==> src/rtl/vblank_scheduler.sv <==
// Grants exclusive frame-buffer access to one requester at a time during vertical blanking.
// Requesters are served round-robin, at most once per window, with a per-slot cycle limit.
module vblank_scheduler #(
  parameter int NREQ     = 4,
  parameter int VLAST    = 479,
  parameter int SLOT_MAX = 1023
) (
  input  logic            clk,
  input  logic            reset,
  input  logic            video_on,
  input  logic [9:0]      y_control,
  input  logic [NREQ-1:0] req,
  input  logic [NREQ-1:0] done,
  input  logic            flag_clr,
  output logic [NREQ-1:0] grant,
  output logic            frame_tick,
  output logic            busy,
  output logic [15:0]     frame_count,
  output logic [NREQ-1:0] timeout_flag,
  output logic            overrun
);

  localparam int PW = (NREQ > 1) ? $clog2(NREQ) : 1;

  typedef enum logic [1:0] {
    IDLE  = 2'd0,
    ARB   = 2'd1,
    GRANT = 2'd2
  } state_t;

  state_t          state_q, state_d;
  logic            videoOnDly_q;
  logic [NREQ-1:0] grant_q, grant_d;
  logic [NREQ-1:0] served_q, served_d;
  logic [NREQ-1:0] timeout_q, timeout_d;
  logic [PW-1:0]   rrPtr_q, rrPtr_d;
  logic [PW-1:0]   gIdx_q, gIdx_d;
  logic [15:0]     slot_q, slot_d;
  logic [15:0]     frameCount_q, frameCount_d;
  logic            tick_q, tick_d;
  logic            overrun_q, overrun_d;

  logic            vblankStart;
  logic            windowClose;
  logic            doneHit;
  logic            slotExpired;
  logic [NREQ-1:0] pending;
  logic            pickValid;
  logic [PW-1:0]   pickIdx;
  logic [PW-1:0]   nextPtr;

  assign vblankStart = videoOnDly_q & ~video_on & (y_control == 10'(VLAST));
  assign windowClose = ~videoOnDly_q & video_on;
  assign pending     = req & ~served_q;
  assign doneHit     = |(done & grant_q);
  assign slotExpired = (slot_q == 16'(SLOT_MAX));
  assign nextPtr     = (gIdx_q == PW'(NREQ - 1)) ? '0 : gIdx_q + PW'(1);

  // Cyclic search for the first pending requester starting at the round-robin pointer.
  always_comb begin
    int idx;
    idx       = 0;
    pickValid = 1'b0;
    pickIdx   = '0;
    for (int i = 0; i < NREQ; i++) begin
      idx = int'(rrPtr_q) + i;
      if (idx >= NREQ) begin
        idx = idx - NREQ;
      end
      if (!pickValid && pending[idx]) begin
        pickValid = 1'b1;
        pickIdx   = PW'(idx);
      end
    end
  end

  always_comb begin
    state_d      = state_q;
    grant_d      = grant_q;
    served_d     = served_q;
    rrPtr_d      = rrPtr_q;
    gIdx_d       = gIdx_q;
    slot_d       = slot_q;
    frameCount_d = frameCount_q;
    tick_d       = 1'b0;
    timeout_d    = flag_clr ? '0 : timeout_q;
    overrun_d    = flag_clr ? 1'b0 : overrun_q;

    case (state_q)
      IDLE: begin
        grant_d = '0;
        if (vblankStart) begin
          state_d      = ARB;
          tick_d       = 1'b1;
          frameCount_d = frameCount_q + 16'd1;
          served_d     = '0;
        end
      end
      ARB: begin
        grant_d = '0;
        if (windowClose) begin
          state_d = IDLE;
        end else if (pickValid) begin
          grant_d          = '0;
          grant_d[pickIdx] = 1'b1;
          gIdx_d           = pickIdx;
          slot_d           = '0;
          state_d          = GRANT;
        end
      end
      GRANT: begin
        slot_d = slot_q + 16'd1;
        // Completion beats window close, which beats the slot timeout.
        if (doneHit) begin
          grant_d          = '0;
          served_d[gIdx_q] = 1'b1;
          rrPtr_d          = nextPtr;
          state_d          = ARB;
        end else if (windowClose) begin
          grant_d   = '0;
          overrun_d = 1'b1;
          state_d   = IDLE;
        end else if (slotExpired) begin
          grant_d           = '0;
          timeout_d[gIdx_q] = 1'b1;
          served_d[gIdx_q]  = 1'b1;
          rrPtr_d           = nextPtr;
          state_d           = ARB;
        end
      end
      default: begin
        grant_d = '0;
        state_d = IDLE;
      end
    endcase
  end

  always_ff @(posedge clk or posedge reset) begin
    if (reset) begin
      state_q      <= IDLE;
      videoOnDly_q <= 1'b0;
      grant_q      <= '0;
      served_q     <= '0;
      timeout_q    <= '0;
      rrPtr_q      <= '0;
      gIdx_q       <= '0;
      slot_q       <= '0;
      frameCount_q <= '0;
      tick_q       <= 1'b0;
      overrun_q    <= 1'b0;
    end else begin
      state_q      <= state_d;
      videoOnDly_q <= video_on;
      grant_q      <= grant_d;
      served_q     <= served_d;
      timeout_q    <= timeout_d;
      rrPtr_q      <= rrPtr_d;
      gIdx_q       <= gIdx_d;
      slot_q       <= slot_d;
      frameCount_q <= frameCount_d;
      tick_q       <= tick_d;
      overrun_q    <= overrun_d;
    end
  end

  assign grant        = grant_q;
  assign frame_tick   = tick_q;
  assign busy         = (state_q != IDLE);
  assign frame_count  = frameCount_q;
  assign timeout_flag = timeout_q;
  assign overrun      = overrun_q;

endmodule

==> config.mk <==
export PLATFORM = sky130hd
export DESIGN_NAME = vblank_scheduler
export DESIGN_NICKNAME = d
export VERILOG_FILES = /design/src/rtl/vblank_scheduler.sv
export SDC_FILE = /design/constraint.sdc
export NUM_CORES = 1
export LEC_CHECK = 0
export BUFFER_PORTS_ARGS = -buffer_cell sky130_fd_sc_hd__buf_2
export CORE_ASPECT_RATIO = 1.4
export CORE_MARGIN = 2
export CORE_UTILIZATION = 45
export DETAILED_ROUTE_END_ITERATION = 10
export GPL_ROUTABILITY_DRIVEN = 0
export GPL_TIMING_DRIVEN = 0
export HOLD_SLACK_MARGIN = 0.08
export PLACE_DENSITY = 0.67
export SYNTH_ARGS = -nofsm -noshare
export SYNTH_HDL_FRONTEND = slang
export SYNTH_SLANG_ARGS = --single-unit
==> constraint.sdc <==
create_clock -name clk -period 4.95 [get_ports clk]
set_clock_uncertainty 0.05 [all_clocks]
set_input_delay 0.495 -clock clk [delete_from_list [all_inputs] [get_ports clk]]
set_output_delay 0.495 -clock clk [all_outputs]
set_load 0.02 [all_outputs]
== Word level (Yosys, flattened, before mapping) ==
Cells that the tools add are included.
Operators by class
  $add $sub $neg: 10
  $mul: 0
  div/mod/pow operators: 0
  $lt $le $gt $ge: 12
  equality and inequality tests: 13
  shift operators: 0
  mux-type cells: 64
  bitwise operators: 11
  reduce and logical (&&, ||, !) cells: 20
Operators with widths (count)
  < comparator 32 x 4 -> 1 bit (second input constant): 4
  2-to-1 mux 32 bit: 4
  2-to-1 mux 4 bit: 14
  adder 16 x 1 -> 16 bit (second input constant): 2
  2-to-1 mux 16 bit: 2
  one-hot mux 16 bit (2 select lines): 1
  2-to-1 mux 2 bit: 14
  2-to-1 mux 1 bit: 20
  == test 16 x 10 -> 1 bit (second input constant): 1
  one-hot mux 4 bit (2 select lines): 2
  AND reduction 3 bit: 4
  subtractor 3 x 3 -> 4 bit (second input constant): 3
  == test 10 x 9 -> 1 bit (second input constant): 1
  greater-or-equal comparator 3 bit (second input constant): 3
  inequality test 3 bit (second input constant): 3
  bitwise AND 4 bit: 2
  binary-select mux 1 bit (select 2 bit): 4
  bitwise OR 4 bit: 2
  nonzero test 2 bit: 4
  adder 2 x 2 -> 3 bit (second input constant): 2
  < comparator 2 x 3 -> 1 bit (second input constant): 2
  inequality test 2 bit (second input constant): 3
  one-hot mux 2 bit (3 select lines): 1
  logical AND 1 bit: 5
  other kinds (18): 27
Word-level totals
  register bits after elaboration: 53
  latch bits: 0
  memory bits (writable): 0
  bits in read-only memories: 0
  input bits: 22
  output and inout bits: 27
  word-level logic and storage cells: 141
  memories kept: 0

== Longest topological paths before layout ==
Gate-level depths: netlist (run 1).
  depth in word-level cells: 22
  gate-level depth with buffers: 6
  mapped depth without buffers: 6

== Worst setup path after synthesis (run 1) ==
No wires, ideal clock.
  path type: reg-to-reg
  start: reg slot_q[0]
  end: reg rrPtr_q[1]
  library setup time: 127 ps
  data arrival time: 1740 ps
  data required time: 4773 ps
  path slack: 3032 ps
  cell stages (with the launch flop): 7
  buffers on the path: 0
  clock period less this slack: 1918 ps
  cells stage by stage: dfrtp_1 ha_1 nand3_1 nor4_2 nand3_1 a21o_1 mux2_1
Between the ends
  cells in the longest elaborated chain, start to end: 3
RTL lines
  start, declared: RTL line 38  | logic [15:0] slot_q, slot_d;
  start signal, assigned: RTL line 159  | slot_q <= slot_d;
  == test 16 x 10 -> 1 bit: RTL line 56  | assign slotExpired = (slot_q == 16'(SLOT_MAX));
  nonzero test 2 bit (no line)
  AND reduction 3 bit (no line)
  end signal, assigned: RTL line 157  | rrPtr_q <= rrPtr_d;
  end, declared: RTL line 36  | logic [PW-1:0] rrPtr_q, rrPtr_d;
Every way passes these cells.
A chain may end at the register's enable or synchronous reset.

== Worst setup path in the final report (run 1) ==
  start: reg slot_q[0]
  end: reg rrPtr_q[0]
The elaborated chain is that of the path after synthesis.

==> results of run 1 <==
layer usage:
metal	up-vias	track usage [%]	part of all wire (%)
met5	-	0	0
met4	0	5.33	1.2
met3	5	3.60	4.5
met2	45	32.6	51
met1	990	23.0	44
li1	1028	-	-
state kept, by name, summed over array words and instances (netlist names):
name / count
frame_count: 16
slot_q: 16
grant: 4
served_q: 4
timeout_flag: 4
gIdx_q: 2
rrPtr_q: 2
state_q: 2
frame_tick: 1
overrun: 1
videoOnDly_q: 1
per-stage QoR:
stage          setup slack [ns]  power [mW]
2_1_floorplan              3.03       0.826
3_5_place_dp               2.64       0.930
6_report                   2.74        1.23
5_1_grt                    2.60        1.31
4_1_cts                    2.74        1.24
3_3_place_gp               2.40       0.924
power by group through the flow:
stage / registers (mW) / logic, mW / clock network (mW)
final: 0.559 / 0.362 / 0.306
after global routing: 0.568 / 0.408 / 0.335
after CTS: 0.558 / 0.367 / 0.315
after detailed placement: 0.566 / 0.364 / 0
after global placement: 0.565 / 0.359 / 0
after floorplan: 0.558 / 0.268 / 0
worst register-to-register path: stages, from the launching register on:
cell and delay [ns]:
dfrtp_1 0.41, ha_1 0.19, nand3_1 0.17, nor4_2 0.53
nand3_1 0.20, a21o_1 0.25, mux2_1 0.31
synth_stat cells (all sizes together) (8+ instances only):
library cell,count
a32o,9
nand3,8
o21ai,17
nor2,21
a21oi,9
nand2,32
xnor2,9
inv,9
nor2b,8
dfrtp,53
nand4,8
xor2,8
final cells by class:
class                   instances  area, sq um
plain buffers                   4         16.3
clock buffers                   6         82.6
clock inverters                 2         37.5
fillers                       518         2470
inverters                       9         33.8
multi-input cells             190         1250
flip-flops and latches         53         1330
well taps                      68         85.1
repair buffers                 50          270
how the worst min path moves through the flow:
stage	from	end	cells after the start	slack, ns
floorplan	slot_q[15]$_DFFE_PP0P_	slot_q[15]$_DFFE_PP0P_	1	0.40
global placement	frame_count[15]$_DFFE_PP0P_	frame_count[15]$_DFFE_PP0P_	1	0.40
detailed placement	reset	frame_count[11]$_DFFE_PP0P_	2	0.41
CTS	video_on	videoOnDly_q$_DFF_PP0_	1	0.28
global route	video_on	videoOnDly_q$_DFF_PP0_	1	0.28
finish	video_on	videoOnDly_q$_DFF_PP0_	1	0.29
layout by cell type, fill, tap and decap left out, types with 7 or more instances in the layout:
master / n
dfrtp_1: 53
nand2b_1: 7
nor2b_1: 8
a21oi_1: 9
xnor2_1: 9
xor2_1: 8
buf_2: 49
nor2_1: 21
a32o_1: 9
o21ai_0: 17
inv_1: 8
nand3_1: 8
nand2_1: 32
nand4_1: 7
logic make-up after synthesis:
| kind of cell | count (synthesis) | synth area share (%) |
|---|---|---|
| AOI/OAI and AO/OA | 56 | 14.8 |
| xor gates and xnor gates | 17 | 5.68 |
| adders and majority gates | 6 | 2.86 |
| buffers and inverters | 13 | 1.91 |
| DFF | 53 | 50.6 |
| muxes | 4 | 1.62 |
| and+or+nand+nor | 107 | 22.6 |
timing repair:
action | in CTS | in global routing
hold endpoints to repair | 6 | 0
endpoints found under the setup margin | 0 | 0
hold buffers | 1 | 0
==> metrics.md, run 1 <==
| Metric | Value |
|---|---|
| Critical Path End Type | flop |
| TritonRoute pass-1 iters | 4 |
| RSZ-0062 raised after global routing | no |
| Post-DP Area | between 2000 and 3000 sq um |
| WL final | between 5 and 6 mm |
| R2r setup slk | roughly 2.7 ns |
| First-pass GRT wire length | about 9 mm |
| Final hold violations | 0 |
| Initial antenna violation count | 0 |
| Worst-path cell chain | ha_1 -> nand3_1 -> nor4_2 -> nand3_1 -> a21o_1 -> mux2_1 |
| Most common cell on crit path | nand3_1 |
| Initial Util | between 40% and 50% |
| Synthesized flop and latch total | 53 |
| Die H | 94.3 microns |
| Final hold slack | 0.285 ns |
| Slowest-stage cell, CP | nor4_2 |
| CTS root buf | clkbuf_8 |
| Switching portion of total power | roughly a third |
| Slew Limit Fails | 0 |
| FP Rows | 32 |
| Max incr delay on CP | around 0.53 ns |
| Io pins | between 40 and 50 |
| Final Non-Filler Cells | approximately 380 |
| IO Port Bufs | 48 |
| FFs w/ async S/R, synth | 100% |
| Fin crit share | 44.7% |
| Number of synthesized flops with an enable pin | 0 |
| Core box area | between 5000 and 6000 sq um |
| Synth Area per Inst | around 10 sq um |
| Critical Path RT | just over 5 ns |
| H-tree Lvls | 2 |
| Post_cts resized | 0 |
| Vias in the first global route | between 2,000 and 2,500 |
| Worst vdd ir | ~0.0003 V |
| Vias | roughly 2,100 |
| Int Pwr | 0.808 mW |
| Reg2Reg Depth | 6 |
| Warnings, synthesis | 0 |
| Critical path destination | rrPtr_q[0]$_DFFE_PP0P_ |
| Worst-path clk slew | about 0.090 ns |
| Share of cells above drive strength 1 | between 20% and 30% |
| Final ANT Viol Nets | 0 |
| CTS tree | yes |
| Reg2reg end | rrPtr_q[0]$_DFFE_PP0P_ |
| Dpl hpwl | approximately 4.2 mm |
| Crit Path Max Fanout | 5 |
| Critical path type | flop to flop |
| Slew HR | about three fifths |
| Sink Count | 53 |
| Post-synth top area cell | dfrtp_1 |
| Clock latency at the later pin of the worst-skew pair | roughly 0.3 ns |
| Worst Hold Class | primary input to flop |
| Seq pwr share | 45.6% |
| Inserted Diodes | 0 |
| DRC violations left | 0 |
| Crit path launch | slot_q[0]$_DFFE_PP0P_ |
| Actual slew at the worst max-slew pin | a little over 0.6 ns |
| Post-Syn Area | around 2600 sq um |
| Pleak | about 1.5 nW |
| CTS buffer count | 5 |
| Yosys cell types | 45 |
| Deepest clock path buffer count | 2 |
| Tot GR Track Use | a little under a fifth |
| Arrival time at the worst endpoint | approximately 2.4 ns |
| Sequential share of the synthesized area | about half |
| DRT iter0 DRCs | 78 |
| TNS Setup | 0 ns |
| Critical Path Stages | 6 |
| Max-cap violation count | 0 |
| Minimum clock period | 2.21 ns |
| Final Cell Area | between 3000 and 4000 sq um |
| Worst Path Buf+Inv | 0 |
| Ys flop type | dfrtp_1 |
| Synth area leaders | dfrtp_1 51%, nand2_1 4.6%, a32o_1 3.4% |
| Layout Area Growth over Synthesis | 18.1% |
| Sw power | roughly 0.42 mW |
| Pin count of the biggest net entering global routing | 42 |
| Status | finished, final reports clean |
| Cell family with most CP delay | simple AND/OR/NAND/NOR gates |
| Power per Cell Area | roughly 400 nW/um^2 |
| Final nets | 341 |
| Critical R2R Launch | slot_q[0]$_DFFE_PP0P_ |
| Fmax | roughly 450 MHz |
| Post-synth top area share | between 50 and 60% |
| Fin util | between 50% and 60% |
| Wire per inst | around 15 microns |
| Clock Power Share | 25.0% |
| Vias/cell | 5.41 |
| Grt ovf | 0 |
| Post-CTS Setup Inserts | 0 |
| # setup viols final | 0 |
| Die Span X | 68.5 microns |
| Mapped Nets | 284 |
| Dpl cells | between 300 and 400 |
| DIE AREA | 6460 sq um |
| Worst Setup Start Kind | flop |
| Comb power frac | between 20 and 30% |
| Post-Syn Instances | between 200 and 300 |
(Power assumes the default switching activity.)
==> inputs of run 2 (changes only) <==
--- a/config.mk
+++ b/config.mk
@@ -5,6 +5,7 @@
 export SDC_FILE = /design/constraint.sdc
 export NUM_CORES = 1
 export LEC_CHECK = 0
+export ABC_AREA = 1
 export BUFFER_PORTS_ARGS = -buffer_cell sky130_fd_sc_hd__buf_2
 export CORE_ASPECT_RATIO = 1.4
 export CORE_MARGIN = 2
@@ -13,7 +14,7 @@
 export GPL_ROUTABILITY_DRIVEN = 0
 export GPL_TIMING_DRIVEN = 0
 export HOLD_SLACK_MARGIN = 0.08
-export PLACE_DENSITY = 0.67
+export PLACE_DENSITY = 0.66
 export SYNTH_ARGS = -nofsm -noshare
 export SYNTH_HDL_FRONTEND = slang
 export SYNTH_SLANG_ARGS = --single-unit
==> constraint.sdc (replaced) <==
create_clock -name clk -period 2.27 [get_ports clk]
set_clock_uncertainty 0.05 [all_clocks]
set_input_delay 0.227 -clock clk [delete_from_list [all_inputs] [get_ports clk]]
set_output_delay 0.227 -clock clk [all_outputs]
set_load 0.02 [all_outputs]
==> run 2 against run 1 <==
Power grew to 2.6 times the previous value. Largest power group is now combinational logic. Sequential share of layout area fell by 6.6 points. Clock power is 71% higher. Clock-buffer cell count is 1 lower. Global-route usage up 1.4 points. Final cell count rose by 50%. Largest cell class is now multi-input combinational cells. Critical path depth rose by 2. Sequential power increased by 130%. Critical endpoint is now grant[2]$_DFFE_PP0P_. Critical path type unchanged. Sequential cell count unchanged. Area after synthesis is 21% higher. Synthesized cell count grew 63%.
==> metrics.md, run 2 <==
| Metric | Value |
|---|---|
| CTS buffer count | 5 (unchanged) |
| Crit Path Max Fanout | 7 (was 5) |
| Arrival time at the worst endpoint | 2.00 ns (was 2.36 ns) |
| Pre-CTS setup slack | 0.427 ns (was 2.64 ns) |
| Wire per inst | 12.2 microns (was 14.5 microns) |
| Worst-path clk slew | 0.10 ns (was 0.09 ns) |
| Layout Area Growth over Synthesis | 15.3% (was 18.1%) |
| Slew Limit Fails | 0 (unchanged) |
| Multi-input logic area | 1600 sq um (was 1250 sq um) |
| Synthesized flop and latch total | 53 (unchanged) |
| Vias | 2,855 (was 2,068) |
| Slowest-stage cell, CP | dfrtp_1 (was nor4_2) |
| Critical Path RT | 2.43 ns (was 5.09 ns) |
| Worst-path cell chain | ha_1 -> nand3_1 -> nor2_1 -> nand3_1 -> nand3_1 -> inv_1 -> nand2_1 -> nand2_1 (was ha_1 -> nand3_1 -> nor4_2 -> nand3_1 -> a21o_1 -> mux2_1) |
| DRT iter0 DRCs | 151 (was 78) |
| Final hold slack | 0.171 ns (was 0.285 ns) |
| FFs w/ async S/R, synth | 100% (unchanged) |
| Critical Path End Type | flop (unchanged) |
| Seq. cell area | 1330 sq um (unchanged) |
| Fin crit share | 81.4% (was 44.7%) |
| TritonRoute pass-1 iters | 4 (unchanged) |
| Inserted Diodes | 0 (unchanged) |
| TNS Setup | 0 ns (unchanged) |
| Actual slew at the worst max-slew pin | 0.463 ns (was 0.614 ns) |
| Synth area leaders | dfrtp_1 42%, nand2_1 13%, nand3_1 7.6% (was dfrtp_1 51%, nand2_1 4.6%, a32o_1 3.4%) |
| Status | finished, final reports clean (unchanged) |
| Worst vdd ir | 0.000438 V (was 0.000294 V) |
| Clock latency at the later pin of the worst-skew pair | 0.31 ns (was 0.30 ns) |
| Most frequent cells in the layout | 106 x nand2_1, 56 x inv_1, 53 x dfrtp_1 (was 53 x dfrtp_1, 49 x buf_2, 32 x nand2_1) |
| Die H | 103 microns (was 94.3 microns) |
| Post-CTS Setup Inserts | 0 (unchanged) |
| Power per Cell Area | 878 nW/um^2 (was 396 nW/um^2) |
| Synth Area per Inst | 7.61 sq um (was 10.2 sq um) |
| Sequential share of the synthesized area | 41.7% (was 50.6%) |
| Max incr delay on CP | 0.37 ns (was 0.53 ns) |
| Warnings, synthesis | 0 (unchanged) |
| Io pins | 49 (unchanged) |
| Commonest non-fill, non-tap cell in the layout | nand2_1 (was dfrtp_1) |
| Met1 Use GR | 22.8% (was 23.0%) |
| Sink Count | 53 (unchanged) |
| Dpl hpwl | 5.55 mm (was 4.20 mm) |
| M2 GR Usage | 37.1% (was 32.6%) |
| Initial Util | 46.1% (was 47.1%) |
| Ys flop type | dfrtp_1 (unchanged) |
| WL final | 7.01 mm (was 5.56 mm) |
| IO Port Bufs | 48 (unchanged) |
| Max-cap violation count | 0 (unchanged) |
| Minimum clock period | 1.85 ns (was 2.21 ns) |
| CTS tree | yes (unchanged) |
| Die Span X | 75.0 microns (was 68.5 microns) |
| Post-Syn Area | 3180 sq um (was 2620 sq um) |
| Vias in the first global route | 2,641 (was 2,005) |
| Grt ovf | 0 (unchanged) |
| Yosys cell types | 32 (was 45) |
| First-pass GRT wire length | 11.9 mm (was 9.26 mm) |
| Vias/cell | 4.99 (was 5.41) |
| Worst Setup Start Kind | flop (unchanged) |
| Mapped Nets | 446 (was 284) |
| Tot GR Track Use | 20.1% (was 18.7%) |
| Initial antenna violation count | 0 (unchanged) |
| Fillcell total | 694 (was 518) |
| H-tree Lvls | 2 (unchanged) |
| Post-synth top area share | 41.7% (was 50.6%) |
| Post-Syn Instances | 418 (was 256) |
| RSZ-0062 raised after global routing | no (unchanged) |
| Pleak | 1.83 nW (was 1.50 nW) |
| GR Util met3 | 3.49% (was 3.60%) |
| GR peak layer | met2 (unchanged) |
| Share of cells above drive strength 1 | 19.7% (was 22.3%) |
| Pin count of the biggest net entering global routing | 36 (was 42) |
| DRC violations left | 0 (unchanged) |
| Final ANT Viol Nets | 0 (unchanged) |
| FP Rows | 36 (was 32) |
| CTS root buf | clkbuf_8 (unchanged) |
| Slew HR | 68.9% (was 58.7%) |
| Post-synth top area cell | dfrtp_1 (unchanged) |
| # setup viols final | 0 (unchanged) |
| Most common cell on crit path | nand3_1 (unchanged) |
| Final nets | 504 (was 341) |
| Most instantiated cells after synthesis | 106 x nand2_1, 57 x inv_1, 53 x dfrtp_1, 48 x nand3_1, 36 x nor2_1 (was 53 x dfrtp_1, 32 x nand2_1, 21 x nor2_1, 17 x o21ai_0) |
| Fmax | 541 MHz (was 452 MHz) |
| Top-count cell post-synth | nand2_1 (was dfrtp_1) |
| Core box area | 6890 sq um (was 5570 sq um) |
| DIE AREA | 7760 sq um (was 6460 sq um) |
| Final worst slack | 0.423 ns (was 2.74 ns) |
| Number of synthesized flops with an enable pin | 0 (unchanged) |
| Critical path type | flop to flop (unchanged) |
| Worst Hold Class | primary input to flop (unchanged) |
| Post_cts resized | 0 (unchanged) |
| Final hold violations | 0 (unchanged) |
| Deepest clock path buffer count | 2 (unchanged) |
run 2: cell count changes after synthesis, moves of 9 or more:
cell | previous run | this run
inv_1 | 9 | 57
a32o_1 | 9 | 0
nand2_1 | 32 | 106
nand3_1 | 8 | 48
nor2_1 | 21 | 36
o21ai_2 | 0 | 9
run 2: power breakdown:
part	switching [mW]	internal, mW	total (mW)	leakage (nW)
registers	0.149	1.12	1.27	0.676
clock network	0.308	0.213	0.522	0.0439
logic	0.969	0.460	1.43	1.11
run 2: cell type report:
| type | count | share of cell area, % |
|---|---|---|
| Clock buffer | 5 | 1.88 |
| Multi-Input combinational cell | 301 | 43.7 |
| Buffer | 3 | 0.580 |
| Sequential cell | 53 | 36.2 |
| Tap cell | 95 | 3.24 |
| Clock inverter | 3 | 0.478 |
| Inverter | 61 | 6.32 |
| Timing Repair Buffer | 51 | 7.65 |
run 2: kinds of logic after synthesis:
family                   after synthesis  share of synthesized area, %
XOR/XNOR                              14                          3.86
AO/OA/AOI/OAI                         51                          9.60
flip-flops                            53                          41.7
buffers and inverters                 64                          7.95
adder cells (fa/ha/maj)                6                          2.36
AND/OR/NAND/NOR                      230                          34.5
run 2: layer usage:
metal / part of all wire, % / vias up
met5: 0 / -
met4: 2.0 / 0
met3: 2.8 / 11
met2: 54 / 46
met1: 41 / 1326
li1: - / 1472
run 2: path summary, 6_finish.rpt:
check                                              from                           to  slack (ns)  depth (start not counted)
worst max-delay path              slot_q[1]$_DFFE_PP0P_         grant[2]$_DFFE_PP0P_        0.42                          8
worst min-delay path                           flag_clr    timeout_flag[1]$_DFF_PP0_        0.17                          4
worst max register to register    slot_q[1]$_DFFE_PP0P_         grant[2]$_DFFE_PP0P_        0.42                          8
worst min register to register  served_q[2]$_DFFE_PP0P_      served_q[2]$_DFFE_PP0P_        0.44                          2
max in group asynchronous                         reset  frame_count[12]$_DFFE_PP0P_        1.22                          4
min in group asynchronous                         reset       videoOnDly_q$_DFF_PP0_        0.41                          3
run 2: worst max-delay path: cells and delay by family, from the launching register on:
kind	cells	cell delay (ns)
adder cells (fa/ha/maj)	1	0.20
flip-flops	1	0.37
AND/OR/NAND/NOR	6	1.02
buffers and inverters	1	0.11
run 2: per-stage QoR:
stage	instance area, sq um	cells	util, %	power [mW]
after floorplan	3180	418	-	2.41
after global placement	3540	561	51.3	2.69
after detailed placement	3560	562	51.6	2.72
after CTS	3660	572	53.2	3.26
after global routing	3660	572	53.2	3.50
final	3660	572	53.2	3.22
run 2: what timing repair did:
action / CTS / global route
endpoints found under the setup margin: 0 / 0
hold endpoints to repair: 19 / 0
hold buffers: 2 / 0
==> inputs of run 3 (changes only) <==
==> constraint.sdc (replaced) <==
create_clock -name clk -period 1.73 [get_ports clk]
set_clock_uncertainty 0.05 [all_clocks]
set_input_delay 0.173 -clock clk [delete_from_list [all_inputs] [get_ports clk]]
set_output_delay 0.173 -clock clk [all_outputs]
set_load 0.02 [all_outputs]
==> run 3 against run 2 <==
Critical path depth down 2. Sequential share of layout area down 0.85 points. Fmax up 16%. Sequential cell count unchanged. Via count up 0.49%. Hold slack worse by 0.054 ns. Largest cell class unchanged.
==> metrics.md, run 3 (synthesis results as in run 2) <==
| Metric | Value |
|---|---|
| Worst vdd ir | 0.000595 V (was 0.000438 V) |
| Int Pwr | 2.38 mW (was 1.79 mW) |
| DRT iter0 DRCs | 147 (was 151) |
| CTS root buf | clkbuf_8 (unchanged) |
| Dpl hpwl | 5.55 mm (unchanged) |
| DRC violations left | 0 (unchanged) |
| Tot Pwr | 4.30 mW (was 3.22 mW) |
| Slew HR | 70.9% (was 68.9%) |
| Pleak | 1.87 nW (was 1.83 nW) |
| Minimum clock period | 1.59 ns (was 1.85 ns) |
| Vias | 2,869 (was 2,855) |
| Clock latency at the later pin of the worst-skew pair | 0.31 ns (about the same) |
| Max incr delay on CP | 0.45 ns (was 0.37 ns) |
| Clock Power Share | 16.0% (was 16.2%) |
| Deepest clock path buffer count | 2 (unchanged) |
| Switching portion of total power | 44.8% (was 44.3%) |
| Fmax | 629 MHz (was 541 MHz) |
| Worst Path Buf+Inv | 0 (was 1) |
| TNS Setup | 0 ns (unchanged) |
| IO Port Bufs | 48 (unchanged) |
| Critical path type | flop to flop (unchanged) |
| DIE AREA | 7760 sq um (unchanged) |
| Cell family with most CP delay | simple AND/OR/NAND/NOR gates (unchanged) |
| Slew Limit Fails | 0 (unchanged) |
| FP Rows | 36 (unchanged) |
| Io pins | 49 (unchanged) |
| Layout Area Growth over Synthesis | 18.1% (was 15.3%) |
| Inserted Diodes | 0 (unchanged) |
| Max-cap violation count | 0 (unchanged) |
| TritonRoute pass-1 iters | 4 (unchanged) |
| Final Cell Area | 3760 sq um (was 3660 sq um) |
| Die H | 103 microns (unchanged) |
| Wire per inst | 12.5 microns (was 12.2 microns) |
| Worst Hold Class | primary input to flop (unchanged) |
| Commonest non-fill, non-tap cell in the layout | nand2_1 (unchanged) |
| Critical Path End Type | flop (unchanged) |
| Status | finished, final reports clean (unchanged) |
| Most common cell on crit path | nand2_1 (was nand3_1) |
| CTS buffer count | 5 (unchanged) |
| Critical Path RT | 1.87 ns (was 2.43 ns) |
| Vias in the first global route | 2,635 (was 2,641) |
| Final Non-Filler Cells | 572 (unchanged) |
| Most frequent cells in the layout | 105 x nand2_1, 55 x inv_1, 52 x dfrtp_1 (was 106 x nand2_1, 56 x inv_1, 53 x dfrtp_1) |
| Arrival time at the worst endpoint | 1.73 ns (was 2.00 ns) |
| Slowest-stage cell, CP | dfrtp_1 (unchanged) |
| Fin util | 54.5% (was 53.2%) |
| # setup viols final | 0 (unchanged) |
| Sw power | 1.93 mW (was 1.43 mW) |
| Initial antenna violation count | 0 (unchanged) |
| Final ANT Viol Nets | 0 (unchanged) |
| Tot GR Track Use | 20.1% (about the same) |
| Initial Util | 46.1% (unchanged) |
| Crit Path Max Fanout | 7 (unchanged) |
| Core box area | 6890 sq um (unchanged) |
| Vias/cell | 5.02 (was 4.99) |
| Share of cells above drive strength 1 | 23.3% (was 19.7%) |
| Dpl cells | 562 (unchanged) |
| Final hold violations | 0 (unchanged) |
| Worst-path cell chain | nor4_2 -> nand3_4 -> nand2_1 -> nand2_1 -> nor2_1 -> a21oi_1 (was ha_1 -> nand3_1 -> nor2_1 -> nand3_1 -> nand3_1 -> inv_1 -> nand2_1 -> nand2_1) |
| First-pass GRT wire length | 11.9 mm (about the same) |
| Worst Setup Start Kind | flop (unchanged) |
| Grt ovf | 0 (unchanged) |
| Final nets | 504 (unchanged) |
| Worst-path clk slew | 0.10 ns (about the same) |
| CTS tree | yes (unchanged) |
| Power per Cell Area | 1150 nW/um^2 (was 878 nW/um^2) |
| Fin crit share | 91.8% (was 81.4%) |
| Seq pwr share | 39.0% (was 39.4%) |
| Post-CTS Setup Inserts | 0 (unchanged) |
| Post-DP Area | 3560 sq um (unchanged) |
| H-tree Lvls | 2 (unchanged) |
| WL final | 7.16 mm (was 7.01 mm) |
| Die Span X | 75.0 microns (unchanged) |
| Sink Count | 53 (unchanged) |
| Pin count of the biggest net entering global routing | 36 (unchanged) |
| Actual slew at the worst max-slew pin | 0.436 ns (was 0.463 ns) |
| Comb power frac | 45.0% (was 44.4%) |
| RSZ-0062 raised after global routing | no (unchanged) |
[run 3: power groups by stage]
| stage | clock network (mW) | registers [mW] | logic [mW] |
|---|---|---|---|
| 4_1_cts | 0.719 | 1.66 | 1.91 |
| 3_3_place_gp | 0 | 1.68 | 1.85 |
| 2_1_floorplan | 0 | 1.68 | 1.48 |
| 6_report | 0.688 | 1.68 | 1.94 |
| 5_1_grt | 0.771 | 1.71 | 2.18 |
| 3_5_place_dp | 0 | 1.69 | 1.89 |
[run 3: stage by stage]
step                      hold WS (ns)  worst slack (ns)
after floorplan                  0.154             0.217
after CTS                       0.0999            0.0347
final                            0.117             0.141
after detailed placement         0.150            -0.113
after global placement           0.255            -0.486
after global routing             0.130           0.00834
[run 3: per-layer routing]
metal / vias up / track usage [%] / part of all wire, %
met3: 6 / 3.39 / 2.8
met5: - / 0 / 0
met2: 45 / 37.3 / 55
met4: 0 / 6.59 / 1.2
met1: 1347 / 22.8 / 41
li1: 1471 / - / -
[run 3: area by class of cell]
class	count	area (sq um)
Fill cell	682	3140
Multi-Input combinational cell	301	1690
Sequential cell	53	1330
Timing Repair Buffer	51	280
Inverter	61	231
Tap cell	95	119
Clock buffer	5	68.8
Buffer	3	21.3
Clock inverter	3	17.5
[run 3: timing repair]
item,CTS,global route
hold endpoints to repair,19,0
pin swaps,0,1
hold buffers,2,0
resized for setup,3,18
endpoints found under the setup margin,11,27
[run 3: path summary, 6_finish.rpt]
path | start | endpoint | slack (ns) | cells after the start
setup / recovery | slot_q[12]$_DFFE_PP0P_ | rrPtr_q[1]$_DFFE_PP0P_ | 0.14 | 6
min in group asynchronous | reset | slot_q[10]$_DFFE_PP0P_ | 0.35 | 3
max in group asynchronous | reset | rrPtr_q[1]$_DFFE_PP0P_ | 0.73 | 4
setup reg to reg | slot_q[12]$_DFFE_PP0P_ | rrPtr_q[1]$_DFFE_PP0P_ | 0.14 | 6
hold reg to reg | served_q[2]$_DFFE_PP0P_ | served_q[2]$_DFFE_PP0P_ | 0.44 | 2
hold / removal | flag_clr | timeout_flag[1]$_DFF_PP0_ | 0.12 | 4
[run 3: worst reg2reg max path: stages, from the launching register on]
cell and delay [ns]:
dfrtp_1 0.45, nor4_2 0.43, nand3_4 0.18, nand2_1 0.10, nand2_1 0.10, nor2_1 0.11
a21oi_1 0.05
